`config.mk`:
```
export PLATFORM = sky130hd
export DESIGN_NAME = axi_st_patchkr_top
export DESIGN_NICKNAME = d
export VERILOG_FILES = /design/src/rtl/axist_chk_pkg.sv /design/src/rtl/axist_sync_fifo.sv /design/src/rtl/axi_st_patchkr_top.sv
export SDC_FILE = /design/constraint.sdc
export NUM_CORES = 1
export LEC_CHECK = 0
export ABC_CLOCK_PERIOD_IN_PS = 6550
export BUFFER_PORTS_ARGS = -buffer_cell sky130_fd_sc_hd__clkbuf_2
export CAP_MARGIN = 30
export CORE_MARGIN = 3
export CORE_UTILIZATION = 59
export DETAILED_ROUTE_END_ITERATION = 12
export PLACE_DENSITY = 0.77
export SKIP_LAST_GASP = 1
export SYNTH_ARGS = -nofsm -noshare
export SYNTH_HDL_FRONTEND = slang
export SYNTH_SLANG_ARGS = --single-unit
```
`constraint.sdc`:
```
create_clock -name rd_clk -period 6.55 [get_ports rd_clk]
set_clock_uncertainty 0.2 [all_clocks]
set_input_delay 0.3275 -clock rd_clk [delete_from_list [all_inputs] [get_ports rd_clk]]
set_output_delay 0.3275 -clock rd_clk [all_outputs]
set_load 0.03 [all_outputs]
```
`src/rtl/axist_chk_pkg.sv`:
```
// rtl/axist_chk_pkg.sv - shared types and constants for the AXI-ST pattern checker
package axist_chk_pkg;

  typedef enum logic [1:0] {
    IDLE = 2'd0,
    RUN  = 2'd1,
    DONE = 2'd2
  } chk_state_e;

  localparam int DATA_W_DEF = 40;
  localparam int ERR_CNT_W  = 16;

  function automatic logic [ERR_CNT_W-1:0] sat_inc(input logic [ERR_CNT_W-1:0] v);
    return (&v) ? v : v + 1'b1;
  endfunction

endpackage

```
`src/rtl/axist_sync_fifo.sv`:
```
// rtl/axist_sync_fifo.sv - single-clock FIFO with first-word-fall-through head
module axist_sync_fifo #(
  parameter int DEPTH = 16,
  parameter int WIDTH = 40
) (
  input  logic             clk,
  input  logic             rst,
  input  logic             push,
  input  logic [WIDTH-1:0] push_data,
  input  logic             pop,
  output logic [WIDTH-1:0] head,
  output logic             full,
  output logic             empty
);

  localparam int AW = $clog2(DEPTH);

  logic [WIDTH-1:0] mem [DEPTH];
  logic [AW:0]      wr_ptr;
  logic [AW:0]      rd_ptr;
  logic             do_push;
  logic             do_pop;

  // A pop frees the slot being written, so push+pop while full is legal.
  assign do_pop  = pop && !empty;
  assign do_push = push && (!full || do_pop);

  assign empty = (wr_ptr == rd_ptr);
  assign full  = (wr_ptr[AW] != rd_ptr[AW]) && (wr_ptr[AW-1:0] == rd_ptr[AW-1:0]);
  assign head  = mem[rd_ptr[AW-1:0]];

  always_ff @(posedge clk) begin
    if (do_push) begin
      mem[wr_ptr[AW-1:0]] <= push_data;
    end
  end

  always_ff @(posedge clk) begin
    if (rst) begin
      wr_ptr <= '0;
      rd_ptr <= '0;
    end else begin
      if (do_push) wr_ptr <= wr_ptr + 1'b1;
      if (do_pop)  rd_ptr <= rd_ptr + 1'b1;
    end
  end

endmodule

```
`src/rtl/axi_st_patchkr_top.sv`:
```
// rtl/axi_st_patchkr_top.sv - AXI-ST pattern checker: compares stream beats to expected words
module axi_st_patchkr_top
  import axist_chk_pkg::*;
#(
  parameter int DATA_W    = DATA_W_DEF,
  parameter int BUS_W     = 256,
  parameter int EXP_DEPTH = 16
) (
  input  logic                 rd_clk,
  input  logic                 rst,
  input  logic                 chk_en,
  input  logic [8:0]           chk_cnt,
  input  logic                 exp_data_wr,
  input  logic [DATA_W-1:0]    exp_data,
  output logic                 exp_fifo_full,
  input  logic                 axist_valid,
  input  logic [BUS_W-1:0]     axist_data,
  output logic                 axist_rdy,
  output logic [8:0]           rx_cnt,
  output logic [ERR_CNT_W-1:0] err_cnt,
  output logic                 lane_err,
  output logic                 ovf_err,
  output logic [DATA_W-1:0]    first_err_data,
  output logic                 chk_done,
  output logic                 chk_pass
);

  localparam int NLANE = BUS_W / DATA_W;

  chk_state_e        state;
  chk_state_e        state_nx;
  logic              chk_en_q;
  logic [8:0]        cnt_lim;
  logic              arm;
  logic              beat;
  logic              ovf;
  logic              run_ok;
  logic              fifo_empty;
  logic [DATA_W-1:0] fifo_head;
  logic [NLANE-1:0]  lane_eq;

  logic              s1_vld;
  logic [DATA_W-1:0] s1_data;
  logic [DATA_W-1:0] s1_exp;
  logic              s1_lane_ok;

  generate
    if (BUS_W > NLANE * DATA_W) begin : g_partial_lane
      logic unused_hi;
      assign unused_hi = ^axist_data[BUS_W-1:NLANE*DATA_W];
    end
  endgenerate

  axist_sync_fifo #(
    .DEPTH (EXP_DEPTH),
    .WIDTH (DATA_W)
  ) u_exp_fifo (
    .clk       (rd_clk),
    .rst       (rst),
    .push      (exp_data_wr),
    .push_data (exp_data),
    .pop       (beat),
    .head      (fifo_head),
    .full      (exp_fifo_full),
    .empty     (fifo_empty)
  );

  assign arm       = (state == IDLE) && chk_en && !chk_en_q;
  assign axist_rdy = (state == RUN) && !fifo_empty && (rx_cnt < cnt_lim);
  assign beat      = axist_valid && axist_rdy;
  assign ovf       = exp_data_wr && exp_fifo_full && !beat;
  assign chk_done  = (state == DONE);
  assign run_ok    = (err_cnt == '0) && !lane_err && !ovf_err && !ovf;

  // Only whole lanes take part; lane 0 is the reference for replication.
  always_comb begin
    lane_eq = '1;
    for (int i = 1; i < NLANE; i++) begin
      lane_eq[i] = (axist_data[i*DATA_W +: DATA_W] == axist_data[DATA_W-1:0]);
    end
  end

  always_comb begin
    state_nx = state;
    case (state)
      IDLE: if (arm) state_nx = RUN;
      RUN: begin
        if (!chk_en)                             state_nx = IDLE;
        else if ((rx_cnt == cnt_lim) && !s1_vld) state_nx = DONE;
      end
      DONE:    if (!chk_en) state_nx = IDLE;
      default: state_nx = IDLE;
    endcase
  end

  always_ff @(posedge rd_clk) begin
    if (rst) begin
      state    <= IDLE;
      chk_en_q <= 1'b0;
      chk_pass <= 1'b0;
    end else begin
      state    <= state_nx;
      chk_en_q <= chk_en;
      if (state == RUN && state_nx == DONE) chk_pass <= run_ok;
      else if (state_nx != DONE)            chk_pass <= 1'b0;
    end
  end

  always_ff @(posedge rd_clk) begin
    if (rst) begin
      s1_vld     <= 1'b0;
      s1_data    <= '0;
      s1_exp     <= '0;
      s1_lane_ok <= 1'b1;
    end else begin
      s1_vld <= beat;
      if (beat) begin
        s1_data    <= axist_data[DATA_W-1:0];
        s1_exp     <= fifo_head;
        s1_lane_ok <= &lane_eq;
      end
    end
  end

  // Second stage: results land in the counters; an in-flight compare finishes even after abort.
  always_ff @(posedge rd_clk) begin
    if (rst) begin
      cnt_lim        <= '0;
      rx_cnt         <= '0;
      err_cnt        <= '0;
      lane_err       <= 1'b0;
      ovf_err        <= 1'b0;
      first_err_data <= '0;
    end else if (arm) begin
      cnt_lim        <= chk_cnt;
      rx_cnt         <= '0;
      err_cnt        <= '0;
      lane_err       <= 1'b0;
      ovf_err        <= 1'b0;
      first_err_data <= '0;
    end else begin
      if (beat) rx_cnt <= rx_cnt + 9'd1;
      if (s1_vld && (s1_data != s1_exp)) begin
        err_cnt <= sat_inc(err_cnt);
        if (err_cnt == '0) first_err_data <= s1_data;
      end
      if (s1_vld && !s1_lane_ok) lane_err <= 1'b1;
      if (ovf)                   ovf_err  <= 1'b1;
    end
  end

endmodule

```
==> metrics.md <==
| Metric | Value |
|---|---|
| Die area | `between 0.05 and 0.06 mm²` |
| Post-synth top cells | `640 x edfxtp_1, 239 x nand2_1, 200 x mux4_2` |
| Pins Over Slew Limit | `0` |
| Buffers on Ports | `between 300 and 400` |
| Clk Latency, worst-skew pair | `about 630 ps` |
| Die Width | `~240 µm` |
| Post-synth top area share | `slightly below 60%` |
| PwrDens | `between 200 and 300 mW/mm²` |
| Total negative slack | `0 ps` |
| Largest net degree at the start of global routing | `116` |
| Row cnt | `86` |
| Root buf cell | `clkbuf_16` |
| Routed len/inst | `approximately 35 µm` |
| Fillers | `3,353` |
| Vert. Die Dim | `244 µm` |
| Yosys cell types | `61` |
| WP data required | `roughly 6600 ps` |
| Fmax | `212 MHz` |
| Clk buf depth | `3` |
| Total power | `roughly 11 mW` |
| Hold Vio Cnt, Final | `0` |
| Syn nets | `2,425` |
| Initial Util | `60.0%` |
| Vias in the first global route | `about 23k` |
| Netlist Area Pre-Place | `roughly 0.033 mm²` |
| Aggregate global routing overflow | `0` |
| Setup-failing EPs final | `0` |
| Vias/cell | `6.68` |
| Placed wire-length estimate | `slightly below 70 mm` |
| CTS tree | `built` |
| DRC errors left | `0` |
| Pre-antenna DRT Iters | `6` |
| Clock H-tree levels | `3` |
| Routed vias | `around 23k` |
| Synthesis-to-layout area growth | `18.8%` |
| Fraction of layout cells with a size suffix above 1 | `around 29%` |
| Clock sink count | `between 800 and 900` |
| Fin util | `a little under three quarters` |
| I/O pin cnt | `381` |
| Period Utilization, post-route | `71.9%` |
| NumNets Final | `2,880` |
| Count leader, synth | `edfxtp_1` |
| Clock slew at reported path FFs | `~70 ps` |
| Overall Global Routing Usage | `a little under 40%` |
| Antenna Nets Post-Route | `0` |
| Crit path kind | `flop to flop` |
| RSZ-0062 raised after global routing | `false` |
| Max Cap Viol | `0` |
| Seq/Total Area, Yosys | `approximately 70%` |
| Syn Inst Count | `~2.1k` |
| CP Launch Type | `flop` |
| CP max FO | `26` |
| Core area | `about 0.056 mm²` |
| Number of synthesized flops with an enable pin | `640` |
| Worst hold path class | `input pin to flop` |
| Yosys reg bits | `~810` |
| Worst vdd ir | `around 290 µV` |
| Final worst setup slack | `1840 ps` |
| Worst slew margin | `a little under 30%` |
| Total Wirelength | `117 mm` |
| Async S/R FF share, synth | `0%` |
| Syn_area_per_cell | `roughly 16 µm²` |
| Area contributors post-synth | `edfxtp_1 58%, mux4_2 14%, dfxtp_1 10%, nand2_1 2.7%, xor2_1 2.3%` |
| Num CTS Buffers | `77` |
| Ys flop type | `edfxtp_1` |
| Initial DRC count | `2,809` |
| Minimum clock period | `roughly 4700 ps` |
| Synth area leader | `edfxtp_1` |
| Routability congestion estimate | `about 1` |
| CP Capture Type | `flop` |
| Slew @ Worst Pin | `between 1000 and 1500 ps` |
| First-pass GRT wire length | `around 170 mm` |
| Leakage power | `13.5 nW` |
| Status | `finished, final reports clean` |
| Initial antenna violation count | `12` |
| Dpl ws | `~2200 ps` |
| Synth warn | `0` |
| CP Data Arrival Time | `roughly 4800 ps` |
==> repair_timing <==
action	4_1_cts	5_1_grt
hold buffers	98	0
resized for setup	0	0
buffers inserted	0	0
hold endpoints to repair	701	0
==> metal layers <==
metal / track usage, % / vias up / part of all wire (%) / routed length (µm)
li1: - / 9099 / - / -
met1: 47.5 / 11100 / 33 / 38100
met2: 66.9 / 1889 / 50 / 58700
met3: 7.41 / 465 / 9.9 / 11600
met4: 22.9 / 8 / 7.1 / 8290
met5: 0 / - / 0.045 / 52
==> cells by family (layout without fill, tap and decap cells) <==
logic type                 Yosys count  count (layout)  synth area share [%]
AOI/OAI and AO/OA                  225             225                  3.88
and+or+nand+nor                    547             547                  8.05
DFF                                812             812                  68.0
buffers and inverters              151             665                  2.07
adders and majority gates           17              17                 0.638
muxes                              201             201                  13.5
other                                0               9                     0
xor gates and xnor gates           145             145                  3.81
==> cells in the final DEF, fill, tap and decap left out, drive strengths merged, types with 11 or more instances in the layout <==
cell / Yosys / final
xor2: 87 / 87
inv: 24 / 28
ha: 17 / 17
o21ai: 53 / 53
nand3: 71 / 71
o31ai: 13 / 13
edfxtp: 640 / 640
nor3: 37 / 37
or3: 11 / 11
xnor2: 58 / 58
dlygate4sd3: 0 / 98
or4: 21 / 21
and3: 55 / 55
nand2: 240 / 240
clkinv: 0 / 31
nor4: 30 / 30
clkbuf: 70 / 451
a21oi: 120 / 120
o22ai: 14 / 14
nand4: 37 / 37
dfxtp: 172 / 172
mux4: 200 / 200
nor2: 32 / 32
buf: 57 / 42
==> final timing paths <==
path	start	end	slack (ps)	cells past startpoint
min	axist_data[192]	s1_lane_ok	30	7
max reg2reg	rx_cnt[4]	u_exp_fifo.mem[12][35]	1840	8
max	rx_cnt[4]	u_exp_fifo.mem[12][35]	1840	8
min reg2reg	cnt_lim[4]	cnt_lim[4]	260	2
==> power by group <==
group,internal (mW),switching [mW]
sequential,5.60,0.0311
combinational,0.253,0.394
clock,2.60,2.04
total,8.46,2.46
==> per-stage QoR <==
stage          hold slack [ps]  cell area, µm²  instances
3_5_place_dp               250           35900       3118
3_3_place_gp               246           35800       3111
6_report                  33.5           39600       3369
5_1_grt                   84.3           39600       3364
2_1_floorplan              226           33300       2098
4_1_cts                   12.9           39400       3354
==> cell type report <==
| cell class | instances | area [µm²] | area share [%] |
|---|---|---|---|
| Multi-Input combinational cell | 1135 | 10000 | 25.3 |
| Tap cell | 748 | 936 | 2.36 |
| Clock inverter | 50 | 488 | 1.23 |
| Timing Repair Buffer | 503 | 3320 | 8.38 |
| Antenna cell | 9 | 22.5 | 0.0569 |
| Sequential cell | 812 | 22700 | 57.3 |
| Clock buffer | 88 | 2040 | 5.16 |
| Inverter | 24 | 90.1 | 0.228 |
==> flip-flops by register name, indices dropped and copies added, names as in the netlist <==
signal and cells:
chk_en_q 1, chk_pass 1, cnt_lim 9, err_cnt 16, first_err_data 40, lane_err 1, ovf_err 1, rx_cnt 9
s1_data 40, s1_exp 40, s1_lane_ok 1, s1_vld 1, state 2, u_exp_fifo.mem 640, u_exp_fifo.rd_ptr 5, u_exp_fifo.wr_ptr 5
==> critical path, stage by stage, from the launching register on <==
cell	delay (ps)
dfxtp_1	420
ha_1	290
a21oi_1	140
o21ai_0	170
a211oi_2	800
a21boi_4	240
nor2_2	590
and3_2	1010
buf_4	460
No activity file was read; power rests on OpenSTA's default activity.
